`config.mk`:
```
export PLATFORM = sky130hd
export DESIGN_NAME = microcode_sequencer
export DESIGN_NICKNAME = d
export VERILOG_FILES = /design/src/rtl/microcode_sequencer.sv
export SDC_FILE = /design/constraint.sdc
export NUM_CORES = 1
export LEC_CHECK = 0
export ABC_AREA = 1
export BUFFER_PORTS_ARGS = -buffer_cell sky130_fd_sc_hd__buf_4
export CORE_ASPECT_RATIO = 0.75
export CORE_UTILIZATION = 37
export DETAILED_ROUTE_END_ITERATION = 12
export GPL_TIMING_DRIVEN = 0
export PLACE_DENSITY = 0.8
export SYNTH_ARGS = -nofsm -noshare
export SYNTH_HDL_FRONTEND = slang
export SYNTH_SLANG_ARGS = --single-unit
```
`constraint.sdc`:
```
create_clock -name clk -period 1.3 [get_ports clk]
set_input_delay 0.195 -clock clk [delete_from_list [all_inputs] [get_ports clk]]
set_output_delay 0.195 -clock clk [all_outputs]
set_load 0.02 [all_outputs]
```
`src/rtl/microcode_sequencer.sv`:
```
`default_nettype none
// +------------------------------------------------------------------+
// | microcode_sequencer: fetch sequence + per-opcode microcode stepper |
// | Rev 1.0                                                            |
// +------------------------------------------------------------------+

package microcode_pkg;
   typedef enum logic [4:0] {
      PC_to_MAR  = 5'd0,
      RAM_to_IR  = 5'd1,
      INC_PC     = 5'd2,
      RAM_to_MAR = 5'd3,
      MAR_to_RAM = 5'd4,
      ALU_ADD    = 5'd5,
      ALU_SUB    = 5'd6,
      A_to_B     = 5'd7,
      WAIT_CYCLE = 5'd8,
      WAIT_MT    = 5'd9,
      WAIT_UT    = 5'd10,
      WAIT_FT    = 5'd11,
      WAIT_DD    = 5'd12,
      WAIT_GPU   = 5'd13,
      HLT_CLK    = 5'd14,
      ENDMICRO   = 5'd15
   } Microcode_enum;
endpackage

module microcode_sequencer
   import microcode_pkg::*;
#(
   parameter int OPCODE_W = 8,
   parameter int STEP_W   = 4
) (
   input  logic                       clk,
   input  logic                       n_reset,
   input  logic [OPCODE_W-1:0]        ir_opcode,
   output logic [OPCODE_W+STEP_W-1:0] rom_addr,
   input  Microcode_enum              rom_data,
   input  logic                       busy_ms,
   input  logic                       busy_us,
   input  logic                       busy_ftu,
   input  logic                       busy_dd,
   input  logic                       busy_gpu,
   output Microcode_enum              current_microcode,
   output logic [STEP_W-1:0]          step,
   output logic                       in_fetch,
   output logic                       instr_done,
   output logic                       halted,
   output logic                       ucode_overrun
);

   typedef enum logic [2:0] {
      S_F0     = 3'd0,
      S_F1     = 3'd1,
      S_F2     = 3'd2,
      S_EXEC   = 3'd3,
      S_HALTED = 3'd4
   } state_t;

   state_t            r_state, w_state_next;
   logic [STEP_W-1:0] r_step, w_step_next;
   logic              r_overrun, w_overrun_next;
   logic              w_wait_busy;
   logic              w_done;
   Microcode_enum     w_uc;

   // Only the busy line paired with the current wait code can stall.
   always_comb begin
      w_wait_busy = 1'b0;
      case (rom_data)
         WAIT_MT:  w_wait_busy = busy_ms;
         WAIT_UT:  w_wait_busy = busy_us;
         WAIT_FT:  w_wait_busy = busy_ftu;
         WAIT_DD:  w_wait_busy = busy_dd;
         WAIT_GPU: w_wait_busy = busy_gpu;
         default:  w_wait_busy = 1'b0;
      endcase
   end

   always_ff @(posedge clk or negedge n_reset) begin
      if (!n_reset) begin
         r_state   <= S_F0;
         r_step    <= '0;
         r_overrun <= 1'b0;
      end else begin
         r_state   <= w_state_next;
         r_step    <= w_step_next;
         r_overrun <= w_overrun_next;
      end
   end

   always_comb begin
      w_state_next   = r_state;
      w_step_next    = r_step;
      w_overrun_next = r_overrun;
      w_done         = 1'b0;
      w_uc           = PC_to_MAR;
      case (r_state)
         S_F0: begin
            w_uc         = PC_to_MAR;
            w_state_next = S_F1;
         end
         S_F1: begin
            w_uc         = RAM_to_IR;
            w_state_next = S_F2;
         end
         S_F2: begin
            w_uc         = INC_PC;
            w_step_next  = '0;
            w_state_next = S_EXEC;
         end
         S_EXEC: begin
            w_uc = rom_data;
            if (rom_data == ENDMICRO) begin
               w_done       = 1'b1;
               w_step_next  = '0;
               w_state_next = S_F0;
            end else if (rom_data == HLT_CLK) begin
               w_state_next = S_HALTED;
            end else if (w_wait_busy) begin
               w_state_next = S_EXEC;
            end else if (&r_step) begin
               // Out of steps: finish the instruction rather than wrap.
               w_done         = 1'b1;
               w_overrun_next = 1'b1;
               w_step_next    = '0;
               w_state_next   = S_F0;
            end else begin
               w_step_next = r_step + STEP_W'(1);
            end
         end
         S_HALTED: begin
            w_uc         = HLT_CLK;
            w_state_next = S_HALTED;
         end
         default: begin
            w_uc         = PC_to_MAR;
            w_step_next  = '0;
            w_state_next = S_F0;
         end
      endcase
   end

   assign current_microcode = w_uc;
   assign instr_done        = w_done;
   assign halted            = (r_state == S_HALTED);
   assign in_fetch          = (r_state == S_F0) || (r_state == S_F1) || (r_state == S_F2);
   assign step              = r_step;
   assign rom_addr          = {ir_opcode, r_step};
   assign ucode_overrun     = r_overrun;

endmodule

`default_nettype wire

```
==> out/metrics.yaml <==
outcome:
  status: "finished, violations left"
  violations: "negative setup slack"
flow_run:
  cap_violations: 0
floorplanning:
  initial_utilization_pct: 40.0
  io_pins: 45
  dieArea_um2: 2100
  num_rows: 13
  core_region_area_um2: 1770
  die_w_um: 52.6
  die_h_um: 39.9
global_route:
  antenna_found_initial: 0
  grt_pass1_vias: 750
  grt_overflow: 0
  grt_max_degree: 9
  grtUsageTotal_pct: 20.6
  grt_first_pass_wirelength_um: 3050
place:
  dp_hpwl_um: 1460
  finalWeightedCongestion: 0.816
  dpl_cell_area_um2: 1060
  place.port_buffers: 36
  dpl.cell_count: 164
clock_network:
  cts_buffers: 3
  clock-sinks: 8
  tritoncts: "done"
  cts_root_buf: "clkbuf_4"
  h-tree-depth: 1
  path_clk_slew_ns: 0.05
  clock_path_buffers: 2
  clk_latency_ns: 0.25
cells_and_area:
  instances_no_fill: 185
  drive_gt1_share_pct: 57.1
  regArea_um2: 204
  fin_nets: 185
  diodes: 0
  design_area_um2: 1310
  syn_to_final_growth_pct: 84.7
  nFillCells: 129
  multiInputGateArea_um2: 468
timing:
  slew_headroom_pct: 73.7
  tns_ns: -2.62
  finalMaxSlewViolations: 0
  hold_viol_final: 0
  fin_crit_sh_pct: 123
  clock.fmax_mhz: 626
  finalWorstSetupSlack_ns: -0.299
  holdWs_ns: 0.294
  finalCriticalPeriod_ns: 1.60
  finClkSkew_ns: 0.000412
  setup_viol: 15
  rsz0062_at_grt: "true"
  tightest_slew_ns: 0.393
synthesis:
  synthXorXnorAreaFrac_pct: 1.23
  ys_ff_latch: 8
  yosysSeqAreaShare_pct: 28.2
  synth_nets: 127
  ys_types: 20
  yosysWarnings: 0
  synth_area_um2: 709
  synth.avg_cell_area_um2: 6.69
  postSynthCellCount: 106
  synth_compound_area_share_pct: 4.59
  muxShareOfSynthArea_pct: 0
  synthAdderAreaFrac_pct: 1.76
  synth_top_family_by_area: "simple AND/OR/NAND/NOR gates"
  yosys.area_share.simple_pct: 44.1
setup_path:
  cp-start-kind: "register"
  worstPathArrival_ns: 1.40
  r2r-end: "step[3]"
  cp.required_ns: 1.11
  critPathKind: "reg2out"
  rrSetupSlack_ns: -0.17
  worstRegToRegCells: 10
  crit_path_end_kind: "primary output"
  timing.rr.start: "r_state[1]"
  crit_path_max_fanout: 4
power_and_ir_drop:
  p_leak_nw: 0.702
  power_density_nw_per_um2: 1650
  ir_drop_uv: 1280
route:
  dr_total_vias: 881
  first_pass_iters: 4
  routed_via_density: 4.76
  drc: 0
  drt-total-wl_um: 2140
  routedWlPerCell_um: 11.6
  ant_nets: 0
  drt_iter0_markers: 17
hold_path:
  hold_class: "in2async"
-- power breakdown --
part	total (mW)	leakage [nW]	internal, mW	switching [mW]
logic	1.57	0.593	0.764	0.810
clock network	0.196	0.0150	0.117	0.0789
registers	0.391	0.0947	0.311	0.0805
-- repair_timing --
item / 4_1_cts / 5_1_grt
resized for setup: 10 / 13
hold buffers: 1 / 0
setup endpoints to repair: 13 / 16
pin swaps: 3 / 6
endpoints found under the hold margin: 8 / 0
buffers inserted: 9 / 7
gates cloned: 0 / 0
-- through the flow --
stage	power [mW]	setup slack, ns	util [%]
4_1_cts	1.90	-0.276	67.5
6_report	2.16	-0.299	73.9
3_3_place_gp	1.48	-0.196	59.8
2_1_floorplan	1.15	-0.0148	-
5_1_grt	2.29	-0.358	73.9
3_5_place_dp	1.51	-0.251	59.8
-- cells in the mapped netlist --
cell type	instances	share of area, %
nand2_2	4	3.5
a211oi_1	1	1.1
dfrtp_1	8	28
nor2_1	16	8.5
nand2_1	23	12
nor3_1	2	1.4
o21ai_0	1	0.70
a21oi_1	2	1.4
nand3b_1	2	2.1
nand3_1	13	9.2
nor3_4	1	2.3
nor3b_2	1	1.8
inv_1	12	6.3
nand3_2	1	1.4
xnor2_1	1	1.2
nand4_1	2	1.8
inv_2	2	1.1
buf_4	12	13
a211o_2	1	1.4
ha_1	1	1.8
-- worst max path at each step --
stage / start / endpoint / slack, ns / cells after the start
2_1_floorplan: step[0] / instr_done / -0.01 / 5
3_3_place_gp: r_state[1] / current_microcode[2] / -0.20 / 5
3_5_place_dp: r_state[1] / current_microcode[2] / -0.25 / 5
4_1_cts: r_state[0] / current_microcode[2] / -0.28 / 5
5_1_grt: r_state[1] / current_microcode[2] / -0.36 / 5
6_report: r_state[1] / current_microcode[2] / -0.30 / 5
-- flip-flops by register name, indices dropped and copies added, names as in the netlist --
| name | flops |
|---|---|
| step | 4 |
| r_state | 3 |
| ucode_overrun | 1 |
-- final cells by class --
type	instances	area share, %
clock buffers	4	2.01
well taps	22	2.10
inverters	14	4.01
plain buffers	12	6.88
flip-flops and latches	8	15.6
repair buffers	53	33.7
multi-input cells	72	35.7
-- layout by cell type, fill, tap and decap left out, types with 3 or more instances in the layout --
cell type / count
buf_6: 11
dfrtp_1: 5
inv_1: 10
nand2_1: 21
dfrtp_2: 3
buf_4: 53
nand3_1: 12
nand2_2: 5
nor2_1: 14
inv_2: 4
clkbuf_4: 3
-- routing by layer --
metal	part of all wire, %	global-route usage (%)	wire length [µm]	vias up
met4	1.3	8.55	27	0
met5	0	0	0	-
met2	48	37.3	1020	53
met1	40	25.2	863	383
li1	-	-	-	441
met3	10	2.33	220	4
-- critical path, cell delays in order (launching register included) --
cell	delay (ns)
dfrtp_1	0.42
inv_2	0.08
nor3_4	0.25
inv_2	0.12
o21ai_4	0.16
buf_6	0.13
-- kinds of logic after synthesis --
family,Yosys count
buffers and inverters,26
AND/OR/NAND/NOR,65
flip-flops,8
adder cells (fa/ha/maj),1
XOR/XNOR,1
AO/OA/AOI/OAI,5
Power figures use the tool's default switching activity.
